<file path="config.mk">
export PLATFORM = sky130hd
export DESIGN_NAME = count_hex_display
export DESIGN_NICKNAME = d
export VERILOG_FILES = /design/src/rtl/count_hex_display.sv
export SDC_FILE = /design/constraint.sdc
export NUM_CORES = 1
export LEC_CHECK = 0
export CAP_MARGIN = 30
export CORE_MARGIN = 1
export CORE_UTILIZATION = 48
export CTS_CLUSTER_SIZE = 28
export DETAILED_ROUTE_END_ITERATION = 7
export PLACE_DENSITY = 0.7
export SYNTH_ARGS = -nofsm -noshare
export SYNTH_HDL_FRONTEND = slang
export SYNTH_SLANG_ARGS = --single-unit
export TNS_END_PERCENT = 100
</file>
<file path="constraint.sdc">
create_clock -name clk -period 1.65 [get_ports clk]
set_input_delay 0.33 -clock clk [delete_from_list [all_inputs] [get_ports clk]]
set_output_delay 0.33 -clock clk [all_outputs]
set_load 0.02 [all_outputs]
</file>
<file path="src/rtl/count_hex_display.sv">
// rtl/count_hex_display.sv - snapshot an 8-bit count once per frame and scan it onto a 2-digit hex display
module count_hex_display #(
   parameter int unsigned SCAN_DIV = 4,
   parameter bit          BLANK_LZ = 1'b0
) (
   input  logic       clk,
   input  logic       reset,
   input  logic [7:0] count,
   input  logic       hold,
   output logic [6:0] seg,
   output logic [1:0] an,
   output logic       frame
);

   localparam logic [15:0] DIV_LAST = 16'(SCAN_DIV - 1);

   logic [15:0] div_cnt;
   logic        digit_sel;
   logic [7:0]  snap;
   logic        tick;
   logic        frame_end;
   logic [3:0]  nib;
   logic [6:0]  seg_dec;
   logic        blank;

   assign tick      = (div_cnt == DIV_LAST);
   assign frame_end = tick && digit_sel;
   assign nib       = digit_sel ? snap[7:4] : snap[3:0];
   assign blank     = BLANK_LZ && digit_sel && (snap[7:4] == 4'h0);

   always_comb begin
      seg_dec = 7'h00;
      case (nib)
         4'h0: seg_dec = 7'h3F;
         4'h1: seg_dec = 7'h06;
         4'h2: seg_dec = 7'h5B;
         4'h3: seg_dec = 7'h4F;
         4'h4: seg_dec = 7'h66;
         4'h5: seg_dec = 7'h6D;
         4'h6: seg_dec = 7'h7D;
         4'h7: seg_dec = 7'h07;
         4'h8: seg_dec = 7'h7F;
         4'h9: seg_dec = 7'h6F;
         4'hA: seg_dec = 7'h77;
         4'hB: seg_dec = 7'h7C;
         4'hC: seg_dec = 7'h39;
         4'hD: seg_dec = 7'h5E;
         4'hE: seg_dec = 7'h79;
         4'hF: seg_dec = 7'h71;
         default: seg_dec = 7'h00;
      endcase
   end

   // Scan timing: prescaler wraps every SCAN_DIV cycles, each wrap flips the digit slot.
   always_ff @(posedge clk or negedge reset) begin
      if (!reset) begin
         div_cnt   <= 16'h0000;
         digit_sel <= 1'b0;
      end else begin
         if (tick) begin
            div_cnt   <= 16'h0000;
            digit_sel <= ~digit_sel;
         end else begin
            div_cnt <= div_cnt + 16'h0001;
         end
      end
   end

   // The count is only ever sampled at frame end, so a frame always shows one coherent value.
   always_ff @(posedge clk or negedge reset) begin
      if (!reset) begin
         snap  <= 8'h00;
         frame <= 1'b0;
      end else begin
         frame <= frame_end;
         if (frame_end && !hold) begin
            snap <= count;
         end
      end
   end

   always_ff @(posedge clk or negedge reset) begin
      if (!reset) begin
         an  <= 2'b00;
         seg <= 7'h00;
      end else if (blank) begin
         an  <= 2'b00;
         seg <= 7'h00;
      end else begin
         an  <= digit_sel ? 2'b10 : 2'b01;
         seg <= seg_dec;
      end
   end

endmodule

</file>
Yosys cells after proc, flatten, opt, wreduce, memory -nomap -nowiden
Memories as Yosys holds them, arrays and structs flattened. A register that Yosys moved wholly into a read port is not among the register bits.
Cells that the tools add are included.

operators by class
  bitwise logic cells = 1
  mux-type cells = 3
  add/subtract/negate cells = 1
  eq/ne operators = 1
  reduce and logical (&&, ||, !) cells = 4

operators with widths
  operator                                                          number
  16-bit by 1-bit adder with 16-bit output, second input constant   1
  16-bit by 2-bit == test with 1-bit output, second input constant  1
  16-bit two-way mux                                                1
  4-bit two-way mux                                                 1
  1-bit logical AND                                                 2
  1-bit logical NOT                                                 2
  2-bit two-way mux                                                 1
  1-bit inverter                                                    1

word-level totals
  memory bits (read-only) = 112
  memories kept = 1
  output and inout bits = 10
  word-level logic and storage cells = 16
  register bits = 28

memories
  memory            words  bits a word  rd ports  clocked after Yosys merged registers in  wr ports  RTL line  text
  (name not given)  16     7            1         1                                        0         33        case (nib)

Depth between registers and ports, before layout
Gate-level depths: netlist of run 1.

  word-level depth = 3
  mapped depth = 6
  gate-level depth less buffers = 5

Least setup slack after synthesis of run 1
Ideal clock, no wire load.

  path kind = reg-to-reg
  start point = register digit_sel
  end point = register seg[3]
  cell stages (with the launch flop) = 7
  arrival = 1.759 ns
  slack = -0.173 ns
  data required time = 1.585 ns
  clock period less this slack = 1.823 ns
  setup time = 0.065 ns
  path through = dfrtp_1 clkbuf_8 mux2i_1 inv_1 ha_1 mux4_1 inv_1

between the ends
  longest elaborated chain between the ends = 1

ends and longest elaborated chain
  item                    RTL line  text
  from (decl)             18        logic digit_sel;
  from (signal assigned)  62        digit_sel <= ~digit_sel;
  4-bit two-way mux       28        assign nib = digit_sel ? snap[7:4] : snap[3:0];
  to (decl)               10        output logic [6:0] seg,

Every way passes these cells.
A chain may end at the register's enable or synchronous reset.

Worst setup path in the final report of run 1
  start point = register div_cnt[1]
  end point = register snap[2]

between the ends
  longest elaborated chain between the ends = 3

ends and longest elaborated chain
  item                                       RTL line  text
  from (decl)                                17        logic [15:0] div_cnt;
  from (signal assigned)                     64        div_cnt <= div_cnt + 16'h0001;
  16-bit by 2-bit == test with 1-bit output  26        assign tick = (div_cnt == DIV_LAST);
  1-bit logical AND                          27        assign frame_end = tick && digit_sel;
  1-bit logical AND                          76        if (frame_end && !hold) begin
  to (signal assigned)                       77        snap <= count;
  to (decl)                                  19        logic [7:0] snap;

Every way passes these cells.

==> load_flow_metrics.sql, run 1 <==
INSERT INTO impl_metrics (metric_group, metric, value, unit) VALUES
('die', 'initial_utilization', '51.92', '%'),
('sta', 'finalMaxSlewViolations', '0', ''),
('placement', 'dpl_cell_area', '2136', 'um^2'),
('placement', 'buffer_ports.inserted', '20', ''),
('layout', 'num_antenna_cells', '0', ''),
('worst_setup_path', 'critPathKind', 'flop to flop', ''),
('layout', 'final_core_util', '73.84', '%'),
('sta', 'hold_viol_final', '0', ''),
('sta', 'finalCriticalPeriod', '1744', 'ps'),
('synth', 'syn-cell-area', '1624', 'um^2'),
('layout', 'final_nets', '206', ''),
('run', 'cap_viol_max_count', '0', ''),
('status', 'outcome', 'finished, violations left', ''),
('status', 'failed_checks', 'negative setup slack', ''),
('synth', 'synthTopCellsByArea', 'sky130_fd_sc_hd__dfrtp_1 54%, sky130_fd_sc_hd__xnor2_1 7.6%, sky130_fd_sc_hd__mux2_2 6.9%', ''),
('power', 'max-vdd-ir-drop', '430.1', 'uV'),
('hold_path', 'hp-class', 'primary input to asynchronous set/reset pin', ''),
('synth', 'ff_latch_count_synth', '35', ''),
('cts', 'cts.sink_count', '35', ''),
('placement', 'globalplace.congestion', '0.8699', ''),
('sta', 'slew-limit-headroom', '71.30', '%'),
('placement', 'dp.final_hpwl', '2492', 'um'),
('cts', 'cts_tree', 'yes', ''),
('drt', 'drtAntennaViolNets', '0', ''),
('sta', 'setup_total_negative_slack', '-658.2', 'ps'),
('synth', 'cell_type_with_the_highest_aggregate_area_in_the_netlist', 'sky130_fd_sc_hd__dfrtp_1', ''),
('grt', 'globalRouteOverflowTotal', '0', ''),
('die', 'core.rowCount', '20', ''),
('cts', 'max-clock-path-buffers', '2', ''),
('sta', 'fin_crit_share', '105.7', '%'),
('worst_setup_path', 'critPathLaunchType', 'flop', ''),
('worst_setup_path', 'ff2ff_path_depth', '6', ''),
('power', 'power_density', '778.7', 'nW/um^2'),
('drt', 'routedWlPerCell', '14.95', 'um'),
('grt', 'grt_pass1_wl', '5858', 'um'),
('synth', 'count_of_flip_flops_with_a_built_in_enable_after_synthesis', '0', ''),
('drt', 'viasPerCell', '5.129', ''),
('cts', 'cts.clk_slew.worst_paths', '110', 'ps'),
('placement', 'dp_slack', '-156.9', 'ps'),
('die', 'die_w', '60.17', 'um'),
('synth', 'syn-mean-instance-area', '12.69', 'um^2'),
('die', 'die_h', '60.17', 'um'),
('synth', 'synth_warn', '0', ''),
('power', 'leakage', '0.001058', 'uW'),
('grt', 'first_global_vias', '1330', ''),
('grt', 'grtUsageTotal', '23.05', '%'),
('cts', 'numCtsBuffers', '5', ''),
('cts', 'worst_skew_pair.late_latency', '330', 'ps'),
('layout', 'drive_gt1_share', '37.77', '%'),
('worst_setup_path', 'worst-endpoint-required', '1870', 'ps'),
('cts', 'h-tree-depth', '2', ''),
('grt', 'grt_max_degree', '36', ''),
('sta', 'worst_pin_slew', '430.5', 'ps'),
('sta', 'max_freq', '573.3', 'MHz'),
('die', 'io-pin-count', '21', ''),
('sta', 'worst_case_setup_margin_in_the_final_layout', '-94.32', 'ps'),
('drt', 'post-route-drc-count', '0', ''),
('synth', 'ys.flop_type', 'sky130_fd_sc_hd__dfrtp_1', ''),
('die', 'core_area', '3128', 'um^2'),
('cts', 'hold_buffers', '0', ''),
('synth', 'synth.top_cell.area_share', '53.93', '%'),
('worst_setup_path', 'cp.arrival', '1960', 'ps'),
('worst_setup_path', 'largest_driver_fanout_on_the_critical_path', '8', ''),
('worst_setup_path', 'critical_path.endpoint_type', 'flop', ''),
('sta', 'finalSetupViolCount', '9', ''),
('grt', 'grt_antenna_before_repair', '0', ''),
('synth', 'number_of_nets_produced_by_synthesis', '147', ''),
('synth', 'synth.lib_cells_used.distinct', '31', ''),
('drt', 'drt-initial-drc-count', '33', ''),
('synth', 'yosysSeqAreaShare', '53.93', '%'),
('drt', 'dr.pass1.iters', '4', ''),
('synth', 'synth.most_common_cell', 'sky130_fd_sc_hd__dfrtp_1', ''),
('synth', 'syn_inst', '128', ''),
('cts', 'clk_root_buffer_cell', 'sky130_fd_sc_hd__clkbuf_4', ''),
('drt', 'via_count', '1190', ''),
('synth', 'async_reset_ff_share', '100.0', '%'),
('layout', 'finish.instance_area', '2310', 'um^2'),
('sta', 'fin_skew', '8.165', 'ps'),
('sta', 'grt_setup_unrepaired', 'yes', ''),
('drt', 'routed_wirelength', '3469', 'um'),
('synth', 'netlist_top_cells_count', '35 x sky130_fd_sc_hd__dfrtp_1, 14 x sky130_fd_sc_hd__xnor2_1, 10 x sky130_fd_sc_hd__mux2_2', ''),
('layout', 'flow.area_growth_from_synthesis', '42.22', '%'),
('die', 'floorplan.die_area', '3620', 'um^2');
-- logic make-up after synthesis --
group	Yosys count	share of synthesized area [%]
compound gates	9	3.853
fa+ha+maj	8	6.164
xor+xnor	15	8.090
buf+inv	8	2.465
simple gates	36	13.02
flops	35	53.93
mux	17	12.48
-- metal layers --
metal	vias up	global-route usage (%)	wire (um)
met4	0	8.970	40
met3	5	5.195	111
met5	-	0	0
li1	566	-	-
met1	595	26.58	1456
met2	24	40.97	1860
-- worst max-delay path: stages (launching register included) --
cell and delay (ps):
sky130_fd_sc_hd__dfrtp_1 370, sky130_fd_sc_hd__ha_2 180, sky130_fd_sc_hd__nor4b_4 230, sky130_fd_sc_hd__nand4_1 180, sky130_fd_sc_hd__nor3_4 190, sky130_fd_sc_hd__buf_12 150
sky130_fd_sc_hd__mux2_2 330
-- registers in the layout (all words and copies together), names as in the netlist --
signal     count
div_cnt       16
snap           8
seg            7
an             2
digit_sel      1
frame          1
-- cell type report --
type	instances	area, um^2
clock buffer	8	68.82
fill	212	818.3
inverter	6	22.52
multi-input combinational	85	808.3
sequential	35	877.1
tap	44	55.05
timing repair buffer	54	478.0
-- timing repair --
item                                   4_1_cts  5_1_grt
setup endpoints to repair                   13       14
endpoints found under the hold margin        0        0
setup buffers                                3        1
pin swaps                                    1        2
gates resized for setup                      7       14
-- path summary, 6_finish.rpt --
kind                              from           to  slack, ps
setup / recovery            div_cnt[1]      snap[2]        -90
hold / removal                   reset      snap[6]        410
setup reg to reg            div_cnt[1]      snap[2]        -90
hold reg to reg            div_cnt[15]  div_cnt[15]        500
max in group asynchronous        reset    digit_sel        920
min in group clk           div_cnt[15]  div_cnt[15]        500
-- report_power, final --
group	switching, uW	internal [uW]
clock	274	251
combinational	166	175
sequential	29.0	904
total	469	1330
-- cells in the final DEF (no fill, tap or decap), types with 2 or more instances in the layout --
| cell type | n |
|---|---|
| sky130_fd_sc_hd__inv_1 | 3 |
| sky130_fd_sc_hd__o22a_1 | 2 |
| sky130_fd_sc_hd__clkbuf_8 | 2 |
| sky130_fd_sc_hd__ha_4 | 3 |
| sky130_fd_sc_hd__nor2_1 | 5 |
| sky130_fd_sc_hd__inv_2 | 3 |
| sky130_fd_sc_hd__nand3_1 | 7 |
| sky130_fd_sc_hd__and3_1 | 2 |
| sky130_fd_sc_hd__clkbuf_4 | 5 |
| sky130_fd_sc_hd__dlymetal6s2s_1 | 4 |
| sky130_fd_sc_hd__nor3_1 | 2 |
| sky130_fd_sc_hd__dfrtp_1 | 34 |
| sky130_fd_sc_hd__ha_1 | 4 |
| sky130_fd_sc_hd__nand2_1 | 5 |
| sky130_fd_sc_hd__and2_1 | 2 |
| sky130_fd_sc_hd__xnor2_1 | 14 |
| sky130_fd_sc_hd__clkdlybuf4s50_1 | 16 |
| sky130_fd_sc_hd__mux2i_1 | 2 |
| sky130_fd_sc_hd__buf_4 | 33 |
| sky130_fd_sc_hd__mux2_2 | 10 |
| sky130_fd_sc_hd__mux2i_4 | 3 |
| sky130_fd_sc_hd__nand4_1 | 5 |
-- per-stage QoR --
step           instances  hold WS (ps)  power (uW)
2_1_floorplan        128         34.41        1097
3_3_place_gp         220         465.6        1248
6_report             232         405.6        1799
4_1_cts              231         410.9        1790
3_5_place_dp         220         474.7        1260
5_1_grt              232         430.3        1885
Note: power is estimated with default switching activity, not from simulation.
==> inputs of run 2 (changes only) <==
Settings changed: HOLD_SLACK_MARGIN set to 0.15.
==> results of run 2 <==
Final layout, timing and power as in run 1 (identical DEF).
